<file path="src/rtl/nic3_pwr_seq_pkg.sv">
// Shared types and helpers for the NIC3 slot power sequencer.
// State encodings are fixed because state_out exposes them for debug.
package nic3_pwr_seq_pkg;

    localparam int NUM_RAILS = 3;
    localparam int TMR_W     = 16;
    localparam int STEP_W    = 2;

    localparam logic [STEP_W-1:0]    LAST_STEP = STEP_W'(NUM_RAILS - 1);
    localparam logic [NUM_RAILS-1:0] RAIL0     = NUM_RAILS'(1);

    typedef enum logic [2:0] {
        ST_OFF       = 3'd0,
        ST_PG_WAIT   = 3'd1,
        ST_ON_DLY    = 3'd2,
        ST_PERST_DLY = 3'd3,
        ST_ON        = 3'd4,
        ST_OFF_SEQ   = 3'd5,
        ST_FAULT     = 3'd6
    } seq_state_e;

    // Rails go down in reverse order: clear only the highest enabled one.
    function automatic logic [NUM_RAILS-1:0] drop_top_rail(input logic [NUM_RAILS-1:0] en);
        logic [NUM_RAILS-1:0] r;
        logic                 done;
        r    = en;
        done = 1'b0;
        for (int i = NUM_RAILS - 1; i >= 0; i--) begin
            if (!done && r[i]) begin
                r[i] = 1'b0;
                done = 1'b1;
            end
        end
        return r;
    endfunction

    function automatic logic [STEP_W-1:0] lowest_set(input logic [NUM_RAILS-1:0] v);
        logic [STEP_W-1:0] idx;
        idx = '0;
        for (int i = NUM_RAILS - 1; i >= 0; i--) begin
            if (v[i]) idx = STEP_W'(i);
        end
        return idx;
    endfunction

endpackage

</file>
<file path="src/rtl/nic3_pwr_seq_timer.sv">
// Shared step timer: down-counter reloaded on clear, expire flag set on terminal count.
// A load of D expires D clocks after the clear (D=0 behaves as 1).
module seq_step_timer
    import nic3_pwr_seq_pkg::*;
(
    input  logic             clk_in,
    input  logic             iRst_n,
    input  logic             clr_i,
    input  logic [TMR_W-1:0] load_i,
    output logic             expired_o
);

    logic [TMR_W-1:0] cnt_q, cnt_d;
    logic             exp_q, exp_d;

    always_comb begin
        cnt_d = cnt_q;
        exp_d = exp_q;
        if (clr_i) begin
            cnt_d = (load_i == '0) ? '0 : load_i - TMR_W'(1);
            exp_d = (load_i <= TMR_W'(1));
        end else begin
            if (cnt_q != '0) cnt_d = cnt_q - TMR_W'(1);
            exp_d = (cnt_q <= TMR_W'(1));
        end
    end

    always_ff @(posedge clk_in or negedge iRst_n) begin
        if (!iRst_n) begin
            cnt_q <= '0;
            exp_q <= 1'b0;
        end else begin
            cnt_q <= cnt_d;
            exp_q <= exp_d;
        end
    end

    assign expired_o = exp_q;

endmodule

</file>
<file path="src/rtl/nic3_pwr_seq.sv">
// OCP NIC3 slot power sequencer: rail enables in order, power-good timeouts, PERST# release.
// Define NIC3_PWRSEQ_FAULT_LATCH_EN to make FAULT sticky until iRst_n.
//
// state     | meaning
// OFF       | all rails off, waiting for pwr_req
// PG_WAIT   | rail[step] enabled, waiting for its power-good
// ON_DLY    | settle delay before enabling the next rail
// PERST_DLY | all rails good, holding PERST# before release
// ON        | slot powered, PERST# released
// OFF_SEQ   | dropping enabled rails highest-first
// FAULT     | rails off, fault_step identifies the rail
module nic3_pwr_seq
    import nic3_pwr_seq_pkg::*;
#(
    parameter logic [TMR_W-1:0] T_PG_TMO    = 16'd2000,
    parameter logic [TMR_W-1:0] T_ON_DLY    = 16'd500,
    parameter logic [TMR_W-1:0] T_PERST_DLY = 16'd10000,
    parameter logic [TMR_W-1:0] T_OFF_DLY   = 16'd200
) (
    input  logic                 clk_in,
    input  logic                 iRst_n,
    input  logic                 pwr_req,
    input  logic [NUM_RAILS-1:0] pg_in,
    output logic [NUM_RAILS-1:0] en_out,
    output logic                 perst_n_out,
    output logic                 pwr_ok,
    output logic                 fault,
    output logic [STEP_W-1:0]    fault_step,
    output logic [2:0]           state_out
);

    seq_state_e           state_q, state_d;
    logic [STEP_W-1:0]    step_q, step_d, step_inc;
    logic [NUM_RAILS-1:0] en_q, en_d;
    logic [STEP_W-1:0]    fault_step_q, fault_step_d, fault_idx;
    logic                 perst_q, pwr_ok_q, fault_q;
    logic [NUM_RAILS-1:0] step_oh, chk_mask, lost;
    logic                 pg_cur, go_fault, go_down;
    logic                 tmr_clr, tmr_exp;
    logic [TMR_W-1:0]     tmr_load;

    // Rails below the current step are already good; in ON every rail is watched.
    assign step_oh  = RAIL0 << step_q;
    assign chk_mask = (state_q == ST_ON) ? '1 : (step_oh - RAIL0);
    assign lost     = chk_mask & ~pg_in;
    assign pg_cur   = |(pg_in & step_oh);
    assign step_inc = (step_q == LAST_STEP) ? step_q : step_q + STEP_W'(1);

    always_comb begin
        state_d      = state_q;
        step_d       = step_q;
        en_d         = en_q;
        fault_step_d = fault_step_q;
        fault_idx    = lowest_set(lost);
        go_fault     = 1'b0;
        go_down      = 1'b0;
        unique case (state_q)
            ST_OFF: begin
                if (pwr_req) begin
                    state_d = ST_PG_WAIT;
                    step_d  = '0;
                    en_d    = RAIL0;
                end
            end
            ST_PG_WAIT: begin
                if (|lost) begin
                    go_fault = 1'b1;
                end else if (!pg_cur && tmr_exp) begin
                    go_fault  = 1'b1;
                    fault_idx = step_q;
                end else if (!pwr_req) begin
                    go_down = 1'b1;
                end else if (pg_cur) begin
                    state_d = (step_q == LAST_STEP) ? ST_PERST_DLY : ST_ON_DLY;
                end
            end
            ST_ON_DLY: begin
                if (|lost) begin
                    go_fault = 1'b1;
                end else if (!pwr_req) begin
                    go_down = 1'b1;
                end else if (tmr_exp) begin
                    state_d = ST_PG_WAIT;
                    step_d  = step_inc;
                    en_d    = en_q | (RAIL0 << step_inc);
                end
            end
            ST_PERST_DLY: begin
                if (|lost)          go_fault = 1'b1;
                else if (!pwr_req)  go_down  = 1'b1;
                else if (tmr_exp)   state_d  = ST_ON;
            end
            ST_ON: begin
                if (|lost)          go_fault = 1'b1;
                else if (!pwr_req)  go_down  = 1'b1;
            end
            ST_OFF_SEQ: begin
                if (tmr_exp) begin
                    if (en_q == '0) state_d = ST_OFF;
                    else            en_d    = drop_top_rail(en_q);
                end
            end
            ST_FAULT: begin
`ifdef NIC3_PWRSEQ_FAULT_LATCH_EN
                state_d = ST_FAULT;
`else
                if (!pwr_req) state_d = ST_OFF;
`endif
            end
            default: begin
                state_d = ST_OFF;
                en_d    = '0;
            end
        endcase
        if (go_fault) begin
            state_d      = ST_FAULT;
            en_d         = '0;
            fault_step_d = fault_idx;
        end else if (go_down) begin
            state_d = ST_OFF_SEQ;
            en_d    = drop_top_rail(en_q);
        end
    end

    // Each rail drop in OFF_SEQ restarts the timer, as does any state or step change.
    assign tmr_clr = (state_d != state_q) || (step_d != step_q) || (en_d != en_q);

    always_comb begin
        tmr_load = '0;
        unique case (state_d)
            ST_PG_WAIT:   tmr_load = T_PG_TMO;
            ST_ON_DLY:    tmr_load = T_ON_DLY;
            ST_PERST_DLY: tmr_load = T_PERST_DLY;
            ST_OFF_SEQ:   tmr_load = T_OFF_DLY;
            default:      tmr_load = '0;
        endcase
    end

    seq_step_timer u_timer (
        .clk_in    (clk_in),
        .iRst_n    (iRst_n),
        .clr_i     (tmr_clr),
        .load_i    (tmr_load),
        .expired_o (tmr_exp)
    );

    always_ff @(posedge clk_in or negedge iRst_n) begin
        if (!iRst_n) begin
            state_q      <= ST_OFF;
            step_q       <= '0;
            en_q         <= '0;
            fault_step_q <= '0;
            perst_q      <= 1'b0;
            pwr_ok_q     <= 1'b0;
            fault_q      <= 1'b0;
        end else begin
            state_q      <= state_d;
            step_q       <= step_d;
            en_q         <= en_d;
            fault_step_q <= fault_step_d;
            perst_q      <= (state_d == ST_ON);
            pwr_ok_q     <= (state_d == ST_ON);
            fault_q      <= (state_d == ST_FAULT);
        end
    end

    assign en_out      = en_q;
    assign perst_n_out = perst_q;
    assign pwr_ok      = pwr_ok_q;
    assign fault       = fault_q;
    assign fault_step  = fault_step_q;
    assign state_out   = state_q;

endmodule

</file>
<file path="config.mk">
export PLATFORM = sky130hd
export DESIGN_NAME = nic3_pwr_seq
export DESIGN_NICKNAME = d
export VERILOG_FILES = /design/src/rtl/nic3_pwr_seq_pkg.sv /design/src/rtl/nic3_pwr_seq_timer.sv /design/src/rtl/nic3_pwr_seq.sv
export SDC_FILE = /design/constraint.sdc
export NUM_CORES = 1
export LEC_CHECK = 0
export ABC_AREA = 1
export ABC_CLOCK_PERIOD_IN_PS = 4200
export CAP_MARGIN = 15
export CORE_ASPECT_RATIO = 0.75
export CORE_MARGIN = 1
export CORE_UTILIZATION = 50
export DETAILED_ROUTE_END_ITERATION = 10
export GPL_TIMING_DRIVEN = 0
export PLACE_DENSITY_LB_ADDON = 0.05
export SKIP_CTS_REPAIR_TIMING = 1
export SYNTH_ARGS = -nofsm -noshare
export SYNTH_HDL_FRONTEND = slang
export SYNTH_SLANG_ARGS = --single-unit
</file>
<file path="constraint.sdc">
create_clock -name clk_in -period 4.2 [get_ports clk_in]
set_input_delay 1.26 -clock clk_in [delete_from_list [all_inputs] [get_ports clk_in]]
set_output_delay 1.26 -clock clk_in [all_outputs]
set_load 0.01 [all_outputs]
</file>
# Word level (Yosys, flattened, before mapping)
# Index checks and enable logic that the tools add are counted.
# W data, S select, Z words.
[word_totals] reg_bits=29 elab_cells=128
[classes] n_addsub=4 magnitude_cmp=2 eq_ne=16 shifts=2 mux=71 bitwise=4 reduce_logical=21
[ops] op="$mux W3" count=25
[ops] op="$pmux W14 S4" count=1
[ops] op="$mux W16" count=3
[ops] op="$mux W1" count=26
[ops] op="$mux W2" count=11
[ops] op="$pmux W3 S7" count=1
[ops] op="$eq A3 B3 Y1 const B" count=6
[ops] op="$le A16 B1 Y1 const B" count=1
[ops] op="$logic_not A16 Y1" count=1
[ops] op="$reduce_bool A16 Y1" count=1
[ops] op="$sub A16 B1 Y16 const B" count=1
[ops] op="$sub A14 B1 Y15 const B" count=1
[ops] op="$le A14 B1 Y1 const B" count=1
[ops] op="$eq A3 B2 Y1 const B" count=4
[ops] op="$pmux W3 S4" count=1
[ops] op="$reduce_or A3 Y1" count=3
[ops] op="$and A3 B3 Y3" count=2
[ops] op="$eq A3 B1 Y1 const B" count=2
[ops] op="$logic_not A3 Y1" count=2
[ops] op="$ne A3 B3 Y1" count=2
[ops] op="$shl A1 B2 Y3 const A" count=2
[ops] op="$logic_and A1 B1 Y1" count=5
[ops] op="$logic_not A1 Y1" count=5
[ops] op="$pmux W1 S2" count=2
[ops] op="10 further kinds" count=11

# Logic depth before layout (Yosys ltp)
[logic_depth] depth_word=23 mapped_depth=24 mapped_depth_nobuf=24

# Modules after synthesis
# Synthesis repeated with hierarchy kept, for this count alone.
[hier_totals] hier_cells=455 hier_area_um2=2877.8
[modules_own_cells] mod="seq_step_timer" instances=1 cells_per_inst=262 area_each_um2=1657.8 seq_area_each_um2=425.4
[modules_own_cells] mod="nic3_pwr_seq" instances=1 cells_per_inst=193 area_each_um2=1219.9 seq_area_each_um2=300.3

# Worst setup path after synthesis
# No wires, ideal clock.
[synth_timing] kind="input to register" startpoint="input pg_in[1]" endpoint="register u_timer.cnt_q[4]" setup_time_ps=77 arrival_ps=2974 slack_ps=1149 path_stages=16 n_path_buf=0 path_cell_list="nand2_1 > nand4_1 > nor2_1 > nor2_2 > nor2_4 > inv_4 > nand4_1 > o21ai_1 > nor2_1 > inv_1 > ha_1 > inv_1 > nand3_1 > a21oi_1 > nand2_1 > a21oi_1"
[synth_via] elab_chain_cells=14 word_cells_on_any_way=45 cone_classes="add/sub (1); eq/ne (7); mux (26); bitwise (3); reduce/logical (8)"
[synth_lines] element="start, declared" line_no="nic3_pwr_seq.sv:23" source="input logic [NUM_RAILS-1:0] pg_in,"
[synth_lines] element="$and A3 B3 Y3" line_no="nic3_pwr_seq.sv:46" source="assign pg_cur = |(pg_in & step_oh);"
[synth_lines] element="$reduce_or A3 Y1" line_no="nic3_pwr_seq.sv:46"
[synth_lines] element="$mux W3 or $logic_not A1 Y1 (tied branches)" line_no="nic3_pwr_seq.sv:73, nic3_pwr_seq.sv:68"
[synth_lines] element="$mux W3 or $logic_and A1 B1 Y1 (tied branches)" line_no="nic3_pwr_seq.sv:71, nic3_pwr_seq.sv:68"
[synth_lines] element="$mux W3 or $mux W1 (tied branches)" line_no="nic3_pwr_seq.sv:68" source="end else if (!pg_cur && tmr_exp) begin"
[synth_lines] element="$mux W3 or $mux W1 (tied branches)" line_no="nic3_pwr_seq.sv:66" source="if (|lost) begin"
[synth_lines] element="$pmux W3 S7 or $pmux W1 S2 (tied branches)" line_no="nic3_pwr_seq.sv:57" source="unique case (state_q)"
[synth_lines] element="$mux W3" line_no="nic3_pwr_seq.sv:119" source="end else if (go_down) begin"
[synth_lines] element="$mux W3" line_no="nic3_pwr_seq.sv:115" source="if (go_fault) begin"
[synth_lines] element="$eq A3 B3 Y1 (tied with other cells)" line_no="nic3_pwr_seq.sv:130" source="unique case (state_d)"
[synth_lines] element="$pmux W14 S4" line_no="nic3_pwr_seq.sv:130"
[synth_lines] element="$sub A14 B1 Y15 or $logic_not A16 Y1 (tied branches)" line_no="nic3_pwr_seq_timer.sv:20" source="cnt_d = (load_i == '0) ? '0 : load_i - TMR_W'(1);"
[synth_lines] element="$mux W16" line_no="nic3_pwr_seq_timer.sv:20"
[synth_lines] element="$mux W16" line_no="nic3_pwr_seq_timer.sv:19" source="if (clr_i) begin"
[synth_lines] element="end signal, assigned" line_no="nic3_pwr_seq_timer.sv:33" source="cnt_q <= cnt_d;"
[synth_lines] element="end, declared" line_no="nic3_pwr_seq_timer.sv:13" source="logic [TMR_W-1:0] cnt_q, cnt_d;"
# Several ways; a longest one is shown, not always the timed one.
# A chain may end at the register's enable or synchronous reset.

# Final worst setup path
[layout_timing] startpoint="input pg_in[0]" endpoint="register u_timer.cnt_q[4]"
# The elaborated chain is that of the path after synthesis.

==> results.cfg <==
[placed_design]
port_buffers = 16
gpl.final_weighted_congestion = 0.8708
dp_hpwl_um = 4393

[final_layout]
drive_above_1_share = 0.1332
syn_to_final_growth_pct = 14.10
final_nets = 382
diodes = 0
layout.cells.most_common = nand2_1
layout_common_cells = nand2_1 (87), nand3_1 (41), inv_1 (39)

[synthesis]
synth-async-reset-ratio = 1.000
ys_seq_area_frac = 0.3075
ys.flop_type = dfrtp_1
yosysUniqueCellTypes = 34
synth_nets = 358
netlist_area_um2 = 2360
synthCells = 344
syn_avg_cell_area_um2 = 6.860
ys_seq_elements = 29
synth-edff-count = 0
yosys_warnings = 0

[sta]
rsz0062_at_grt = false
fin_skew_ns = 0.004420
setup_violations = 0
tns_ns = 0
worst_hold_slack_ns = 0.4694
fin_crit_sh = 0.8665
finalMaxSlewViolations = 0
hold_violations = 0
max_slew_margin = 0.6392
finalCriticalPeriod_ns = 3.639
clock.fmax_mhz = 274.8
worst_pin_slew_ns = 0.5394

[flow_run]
maxCapViolations = 0

[worst_hold_path]
holdCritPathClass = reg -> reg
hold_end = fault_step[1]$_DFFE_PN0P_
worstHoldStart = fault_step[1]$_DFFE_PN0P_
hold_depth = 2

[routing]
wire_per_inst_um = 13.07
wl_um = 5556
vias = 2267
initialDrtViolationCount = 238
drtAntennaViolNets = 0
drt_first_pass_iters = 6
drcViolationCount = 0
via_per_inst = 5.334

[clock_tree]
cts_sinks = 29
cts_root_buffer = clkbuf_8
htree_levels = 2
ctsLongestPathBuffers = 2
clock_latency_ns = 0.28
path_clk_slew_ns = 0.06
cts_tree = yes
numCtsBuffers = 5

[setup_path]
cp-start-kind = input port
r2r_slack_ns = 0.77
crit-reg2reg-launch = step_q[0]$_DFF_PN0_
r2r_cells = 22
worstSetupPathType = in -> reg
cp.arrival_ns = 3.84
critPathRequiredTime_ns = 4.40
critical_path.endpoint_type = flip-flop
r2r_end = u_timer.cnt_q[4]$_DFFE_PN0P_
cp_max_fo = 6

[grt]
grt_pass1_vias = 1953
grt_usage = 0.2566
antenna_found_initial = 0
grt_max_degree = 20
gr-total-overflow = 0
grt_pass1_wl_um = 9418

[floorplan]
die_x_um = 81.33
dieHeight_um = 61.50
std_cell_rows = 21
fp.dieArea_um2 = 5001
initial_core_util = 0.5252
ios = 17
coreArea_um2 = 4493

[run_status]
status = completed
layer usage:
metal | vias to the layer above | wire, um | global-route usage
met2 | 81 | 1992 | 0.3202
met4 | 0 | 67 | 0.06378
met5 | - | 0 | 0
met3 | 7 | 401 | 0.07111
met1 | 1020 | 3096 | 0.4117
li1 | 1159 | - | -
registers in the layout, indices dropped and copies added, names as in the netlist:
name and flops:
step_q 2, state_out 3, en_out 3, u_timer.expired_o 1, fault 1, u_timer.cnt_q 16, pwr_ok 1, fault_step 2
cell type report:
| type | instances | area (um^2) |
|---|---|---|
| fill | 424 | 1800 |
| multi-input combinational | 264 | 1413 |
| sequential | 29 | 725.7 |
| inverter | 47 | 183.9 |
| timing repair buffer | 17 | 175.2 |
| clock buffer | 7 | 86.33 |
| tap | 57 | 71.32 |
| buffer | 4 | 37.54 |
cells by family after synthesis:
| logic type | share of synthesized area |
|---|---|
| xor+xnor | 0.03712 |
| fa+ha+maj | 0.04242 |
| buf+inv | 0.09385 |
| compound gates | 0.08856 |
| simple gates | 0.4305 |
| flops | 0.3075 |
worst max path at each step:
stage | from | to | slack [ns] | cells past startpoint
after floorplan | pg_in[1] | u_timer.cnt_q[4]$_DFFE_PN0P_ | 1.15 | 16
after global placement | pg_in[2] | u_timer.cnt_q[3]$_DFFE_PN0P_ | 0.33 | 17
after detailed placement | pg_in[0] | u_timer.cnt_q[3]$_DFFE_PN0P_ | 0.31 | 17
after CTS | pg_in[0] | u_timer.cnt_q[3]$_DFFE_PN0P_ | 0.59 | 17
after global routing | pg_in[0] | u_timer.cnt_q[4]$_DFFE_PN0P_ | 0.24 | 17
final | pg_in[0] | u_timer.cnt_q[4]$_DFFE_PN0P_ | 0.56 | 18
per-stage QoR:
step,setup WS [ns],util,std cells,instance area (um^2)
final,0.5609,0.5993,425,2693
after global placement,0.3346,0.5767,417,2591
after floorplan,1.149,-,344,2360
after detailed placement,0.3093,0.5801,418,2606
after global routing,0.2415,0.5993,425,2693
after CTS,0.5912,0.5993,425,2693
worst max-delay path: stages:
cell and delay [ns]:
clkdlybuf4s50_1 0.49, inv_1 0.08, nand2_4 0.10, nand2_4 0.07, nor2_8 0.14, nand2_2 0.10
nand2_1 0.11, nand3_1 0.09, nor2_2 0.15, nand4_1 0.23, o21ai_1 0.30, inv_1 0.10
nand2_1 0.07, ha_1 0.15, nand2_1 0.05, a21oi_1 0.13, nand2_1 0.07, a21oi_1 0.13
cells in the mapped netlist, types with 2 or more instances:
| cell | instances | area share |
|---|---|---|
| nor3_1 | 6 | 0.013 |
| inv_1 | 39 | 0.062 |
| nand3_1 | 41 | 0.087 |
| xnor2_1 | 2 | 0.0074 |
| inv_2 | 6 | 0.0095 |
| dfrtp_1 | 29 | 0.31 |
| xor2_1 | 8 | 0.030 |
| nand2_2 | 8 | 0.021 |
| nand4_1 | 6 | 0.016 |
| buf_6 | 2 | 0.0095 |
| nand3_4 | 2 | 0.015 |
| nand2_4 | 4 | 0.019 |
| nor2_4 | 3 | 0.014 |
| o21ai_0 | 12 | 0.025 |
| buf_4 | 2 | 0.0064 |
| nand2_1 | 87 | 0.14 |
| a21oi_1 | 18 | 0.038 |
| nand3_2 | 3 | 0.013 |
| ha_1 | 8 | 0.042 |
| nor2_1 | 37 | 0.059 |
| nor2_2 | 8 | 0.021 |
Power is not shown: default switching activity piles up to over one toggle a cycle in this logic, so the estimate is an artifact.
